## src/rtl/alu_pkg.sv

```systemverilog
// rtl/alu_pkg.sv - shared ALU op and sequencer state encodings
package alu_pkg;

    localparam int WIDTH = 16;
    localparam int AW    = 3;

    typedef enum logic [1:0] {
        OP_ADD = 2'b00,
        OP_SUB = 2'b01,
        OP_AND = 2'b10,
        OP_OR  = 2'b11
    } alu_op_t;

    typedef enum logic [1:0] {
        IDLE = 2'b00,
        READ = 2'b01,
        EXEC = 2'b10,
        WB   = 2'b11
    } state_t;

endpackage

```

## src/rtl/alu.sv

```systemverilog
// rtl/alu.sv - 16-bit four-operation ALU (add, sub, and, or)
module alu
    import alu_pkg::*;
(
    input  logic [WIDTH-1:0] a,
    input  logic [WIDTH-1:0] b,
    input  logic [1:0]       op,
    output logic [WIDTH-1:0] y,
    output logic             carry
);

    logic             sub;
    logic [WIDTH-1:0] b_in;
    logic [WIDTH:0]   sum;

    // Subtraction is a + ~b + 1, so carry out doubles as "no borrow".
    assign sub   = (op == OP_SUB);
    assign b_in  = sub ? ~b : b;
    assign sum   = {1'b0, a} + {1'b0, b_in} + {{WIDTH{1'b0}}, sub};
    assign carry = sum[WIDTH];

    always_comb begin
        y = sum[WIDTH-1:0];
        case (op)
            OP_AND:  y = a & b;
            OP_OR:   y = a | b;
            default: y = sum[WIDTH-1:0];
        endcase
    end

endmodule

```

## src/rtl/regfile8x16.sv

```systemverilog
// rtl/regfile8x16.sv - register file, two operand read ports, observe port, one sync write port
module regfile8x16 #(
    parameter int WIDTH = 16,
    parameter int NREG  = 8,
    parameter int AW    = 3
) (
    input  logic             clk,
    input  logic             reset,
    input  logic             we,
    input  logic [AW-1:0]    waddr,
    input  logic [WIDTH-1:0] wdata,
    input  logic [AW-1:0]    raddr1,
    input  logic [AW-1:0]    raddr2,
    input  logic [AW-1:0]    dbg_raddr,
    output logic [WIDTH-1:0] rdata1,
    output logic [WIDTH-1:0] rdata2,
    output logic [WIDTH-1:0] dbg_rdata
);

    logic [WIDTH-1:0] mem [NREG];

    always_ff @(posedge clk) begin
        if (reset) begin
            for (int i = 0; i < NREG; i++) begin
                mem[i] <= '0;
            end
        end else if (we) begin
            mem[waddr] <= wdata;
        end
    end

    assign rdata1    = mem[raddr1];
    assign rdata2    = mem[raddr2];
    assign dbg_rdata = mem[dbg_raddr];

endmodule

```

## src/rtl/alu_regfile_seq.sv

```systemverilog
// rtl/alu_regfile_seq.sv - four-cycle read/execute/write-back sequencer around alu and regfile
module alu_regfile_seq
    import alu_pkg::*;
#(
    parameter int WIDTH = 16,
    parameter int NREG  = 8,
    parameter int AW    = 3
) (
    input  logic             clk,
    input  logic             reset,
    input  logic             cmd_valid,
    output logic             cmd_ready,
    input  logic [1:0]       cmd_op,
    input  logic [AW-1:0]    cmd_rd,
    input  logic [AW-1:0]    cmd_rs1,
    input  logic [AW-1:0]    cmd_rs2,
    input  logic             ld_en,
    input  logic [AW-1:0]    ld_addr,
    input  logic [WIDTH-1:0] ld_data,
    input  logic [AW-1:0]    dbg_addr,
    output logic [WIDTH-1:0] dbg_data,
    output logic [WIDTH-1:0] result,
    output logic             cout,
    output logic             done
);

    state_t           state, state_nxt;
    logic [1:0]       op_q;
    logic [AW-1:0]    rd_q, rs1_q, rs2_q;
    logic [WIDTH-1:0] opa, opb;
    logic [WIDTH-1:0] rdata1, rdata2;
    logic [WIDTH-1:0] alu_y;
    logic             alu_c;
    logic             accept;
    logic             we;
    logic [AW-1:0]    waddr;
    logic [WIDTH-1:0] wdata;

    assign accept = cmd_valid && cmd_ready;

    // Write-back and external load share the single write port; loads only land in IDLE.
    always_comb begin
        state_nxt = state;
        cmd_ready = 1'b0;
        done      = 1'b0;
        we        = 1'b0;
        waddr     = ld_addr;
        wdata     = ld_data;
        case (state)
            IDLE: begin
                cmd_ready = !reset;
                we        = ld_en;
                if (accept) state_nxt = READ;
            end
            READ: state_nxt = EXEC;
            EXEC: state_nxt = WB;
            WB: begin
                done      = !reset;
                we        = 1'b1;
                waddr     = rd_q;
                wdata     = result;
                state_nxt = IDLE;
            end
            default: state_nxt = IDLE;
        endcase
    end

    always_ff @(posedge clk) begin
        if (reset) begin
            state  <= IDLE;
            op_q   <= '0;
            rd_q   <= '0;
            rs1_q  <= '0;
            rs2_q  <= '0;
            opa    <= '0;
            opb    <= '0;
            result <= '0;
            cout   <= 1'b0;
        end else begin
            state <= state_nxt;
            if (accept) begin
                op_q  <= cmd_op;
                rd_q  <= cmd_rd;
                rs1_q <= cmd_rs1;
                rs2_q <= cmd_rs2;
            end
            if (state == READ) begin
                opa <= rdata1;
                opb <= rdata2;
            end
            // Logic ops report no carry regardless of what the adder produced.
            if (state == EXEC) begin
                result <= alu_y;
                cout   <= (op_q == OP_AND || op_q == OP_OR) ? 1'b0 : alu_c;
            end
        end
    end

    regfile8x16 #(.WIDTH(WIDTH), .NREG(NREG), .AW(AW)) u_regfile (
        .clk       (clk),
        .reset     (reset),
        .we        (we),
        .waddr     (waddr),
        .wdata     (wdata),
        .raddr1    (rs1_q),
        .raddr2    (rs2_q),
        .dbg_raddr (dbg_addr),
        .rdata1    (rdata1),
        .rdata2    (rdata2),
        .dbg_rdata (dbg_data)
    );

    alu u_alu (
        .a     (opa),
        .b     (opb),
        .op    (op_q),
        .y     (alu_y),
        .carry (alu_c)
    );

endmodule

```

## config.mk

```make
export PLATFORM = sky130hd
export DESIGN_NAME = alu_regfile_seq
export DESIGN_NICKNAME = d
export VERILOG_FILES = /design/src/rtl/alu_pkg.sv /design/src/rtl/alu.sv /design/src/rtl/regfile8x16.sv /design/src/rtl/alu_regfile_seq.sv
export SDC_FILE = /design/constraint.sdc
export NUM_CORES = 1
export LEC_CHECK = 0
export CORE_AREA = 5 5 181 148
export DETAILED_ROUTE_END_ITERATION = 16
export DIE_AREA = 0 0 186 153
export PLACE_DENSITY = 0.71
export SLEW_MARGIN = 20
export SYNTH_ARGS = -nofsm -noshare
export SYNTH_HDL_FRONTEND = slang
export SYNTH_HIERARCHICAL = 1
export SYNTH_SLANG_ARGS = --single-unit
```

## constraint.sdc

```tcl
create_clock -name clk -period 8.5 [get_ports clk]
set_clock_uncertainty 0.2 [all_clocks]
set_input_delay 0.85 -clock clk [delete_from_list [all_inputs] [get_ports clk]]
set_output_delay 0.85 -clock clk [all_outputs]
set_load 0.01 [all_outputs]
```

==> flow_summary.json <==
{
  "status": "complete, no violations",
  "rsz0062_at_grt": "false",
  "ant_nets": 0,
  "num_vias": 8310,
  "post_cts_buffers": 0,
  "maxCapViolations": 0,
  "antenna_found_initial": 0,
  "post_cts_resized": 0,
  "final_common_cell": "nor3_1",
  "crit_path_cell_trace": "buf_2 > mux4_1 > mux2_2 > clkdlybuf4s50_1",
  "htree_num_levels": 4,
  "clock_sinks": 190,
  "clk_path_buf_depth": 2,
  "cp-start-kind": "input pin",
  "fill_cells": 2017,
  "cp_slowest_stage_delay_ps": 750,
  "final_cell_mix": "133 x nor3_1, 128 x edfxtp_1, 84 x mux4_1",
  "fin_util": 0.541,
  "leakage_nw": 4.71,
  "p_sw_mw": 1.16,
  "grt_pass1_vias": 8071,
  "setup_ws_ps": 4360,
  "die-area_um2": 28500,
  "place_ws_ps": 4370,
  "timing.fmax_mhz": 242,
  "clock_latency_ps": 440,
  "synth.area.top_cells": "edfxtp_1 32%, mux4_1 18%, dfxtp_1 10%",
  "syn-num-nets": 1012,
  "drive_gt1_frac": 0.157,
  "slew_headroom": 0.228,
  "place_area_um2": 12800,
  "comb_power_share": 0.353,
  "viasPerCell": 6.36,
  "cts.clk_slew.worst_paths_ps": 70,
  "cts_hold_buf": 0,
  "async_flop_share": 0,
  "synthCells": 949,
  "worst_slew_pin_slew_ps": 1160,
  "fp.dieH_um": 153,
  "power.total_mw": 3.21,
  "period_share": 0.487,
  "swShare": 0.360,
  "clockRootBuffer": "clkbuf_16",
  "rows": 52,
  "ios": 72,
  "synth_seq_cells": 190,
  "die_w_um": 186,
  "dp.cells": 1275,
  "crit_required_ps": 7450,
  "wl_um": 31000,
  "ir_worst_vdd_mv": 0.157,
  "power.internal_mw": 2.05,
  "synthDistinctLibCells": 61,
  "routedWlPerCell_um": 23.7,
  "hold_ws_ps": 279,
  "tritoncts": "done",
  "period_minus_slack_ps": 4140,
  "syn_avg_cell_area_um2": 12.8,
  "syn2layout_area_growth_pct": 10.7,
  "grt_pass1_wl_um": 47800,
  "grt_overflow_total": 0,
  "end_kind": "output port",
  "antenna_cells": 0,
  "fin_cells": 1307,
  "crit_family": "buffers and inverters",
  "crit_path_top_delay_cell": "buf_2",
  "io_buffer_count": 71,
  "start_util": 0.488,
  "seqPwrFrac": 0.384,
  "synth-edff-count": 128,
  "core_area_um2": 24900,
  "fin_nets": 1033,
  "syn_area_um2": 12100,
  "crit_type": "in2out",
  "critPathBufInv": 2,
  "fin_tns_setup_ps": 0,
  "yosysSeqAreaShare": 0.419,
  "finalHoldViolations": 0,
  "clock_power_share": 0.263,
  "drtPass1Iterations": 5,
  "drcViolationCount": 0,
  "power_density_nw_per_um2": 239,
  "yosys.area.top_type": "edfxtp_1",
  "hpwl_um": 19900,
  "synthFlopType": "edfxtp_1",
  "yosysTopAreaCellShare": 0.317,
  "stdcell_area_um2": 13400,
  "gp_congestion": 0.928,
  "grt_start_max_net_pins": 72,
  "synth_warnings": 6,
  "hold_path_class": "reg2reg",
  "cts_made_buffers": 17,
  "setup_viol": 0,
  "grt_util_all_layers": 0.217,
  "drv_slew": 0,
  "path_max_fanout": 32,
  "arrival_ps": 3090,
  "drtIter0Drc": 1020
}
[power groups by stage]
stage | Clock [mW] | Sequential [mW] | Combinational (mW)
2_1_floorplan | 0 | 1.18 | 0.926
3_3_place_gp | 0 | 1.25 | 1.10
3_5_place_dp | 0 | 1.25 | 1.11
4_1_cts | 0.851 | 1.23 | 1.13
5_1_grt | 0.892 | 1.25 | 1.23
6_report | 0.842 | 1.23 | 1.13
[cell type report]
class                      count  area, µm²  area share
clock inverter                15        203      0.0151
tap                          324        405      0.0302
clock buffer                  17        425      0.0317
timing repair buffer          90        843      0.0628
sequential                   190       5090       0.379
inverter                      26       97.6     0.00726
multi-input combinational    645       6380       0.475
[state kept, by name (all words and copies together) (netlist names)]
signal / count
op_q: 2
state: 2
rs1_q: 3
opb: 16
cout: 1
opa: 16
result: 16
u_regfile/mem: 128
rs2_q: 3
rd_q: 3
[layer usage]
layer / up-vias / GRT usage / share of wire
met4: 0 / 0.0382 / 0.0074
li1: 3776 / - / -
met3: 19 / 0.0478 / 0.081
met1: 4150 / 0.314 / 0.44
met5: - / 0 / 0
met2: 365 / 0.345 / 0.48
[worst min-delay path, cell delays in order (launching register included)]
cell and delay, ps:
dfxtp_1 320, nand2b_1 60, a21oi_1 50
[cells in the mapped netlist, types with 4 or more instances]
library cell and instances:
a21bo_1 8, a21oi_1 24, a21oi_2 8, a31oi_1 5, buf_1 13, buf_2 12
buf_4 4, buf_6 20, clkbuf_1 29, clkbuf_2 4, clkbuf_8 4, clkinv_1 16
dfxtp_1 62, edfxtp_1 128, ha_1 25, inv_1 10, maj3_1 11, mux2_2 68
mux2i_1 50, mux4_1 84, mux4_2 12, nand2_1 32, nand2b_1 7, nand3_1 16
nor2_1 59, nor2b_1 4, nor3_1 133, o211ai_1 4, o21ai_0 23, o21bai_1 9
xnor2_1 17, xor2_1 5
[kinds of logic (layout without fill, tap and decap cells)]
| kind of cell | Yosys count | after routing | synth area share |
|---|---|---|---|
| adder cells (fa/ha/maj) | 37 | 37 | 0.0365 |
| AO/OA/AOI/OAI | 101 | 101 | 0.0566 |
| multiplexers | 214 | 214 | 0.308 |
| buffers and inverters | 114 | 148 | 0.0561 |
| flip-flops | 190 | 190 | 0.419 |
| AND/OR/NAND/NOR | 271 | 271 | 0.108 |
| XOR/XNOR | 22 | 22 | 0.0159 |
[worst paths after layout]
kind                                   from      endpoint  slack [ps]  cells past startpoint
worst max-delay path            dbg_addr[0]  dbg_data[12]        4360                      4
worst min-delay path                   cout          cout         280                      2
worst max register to register      op_q[0]    result[10]        4410                     11
worst min register to register         cout          cout         280                      2
Power figures use the tool's default switching activity.
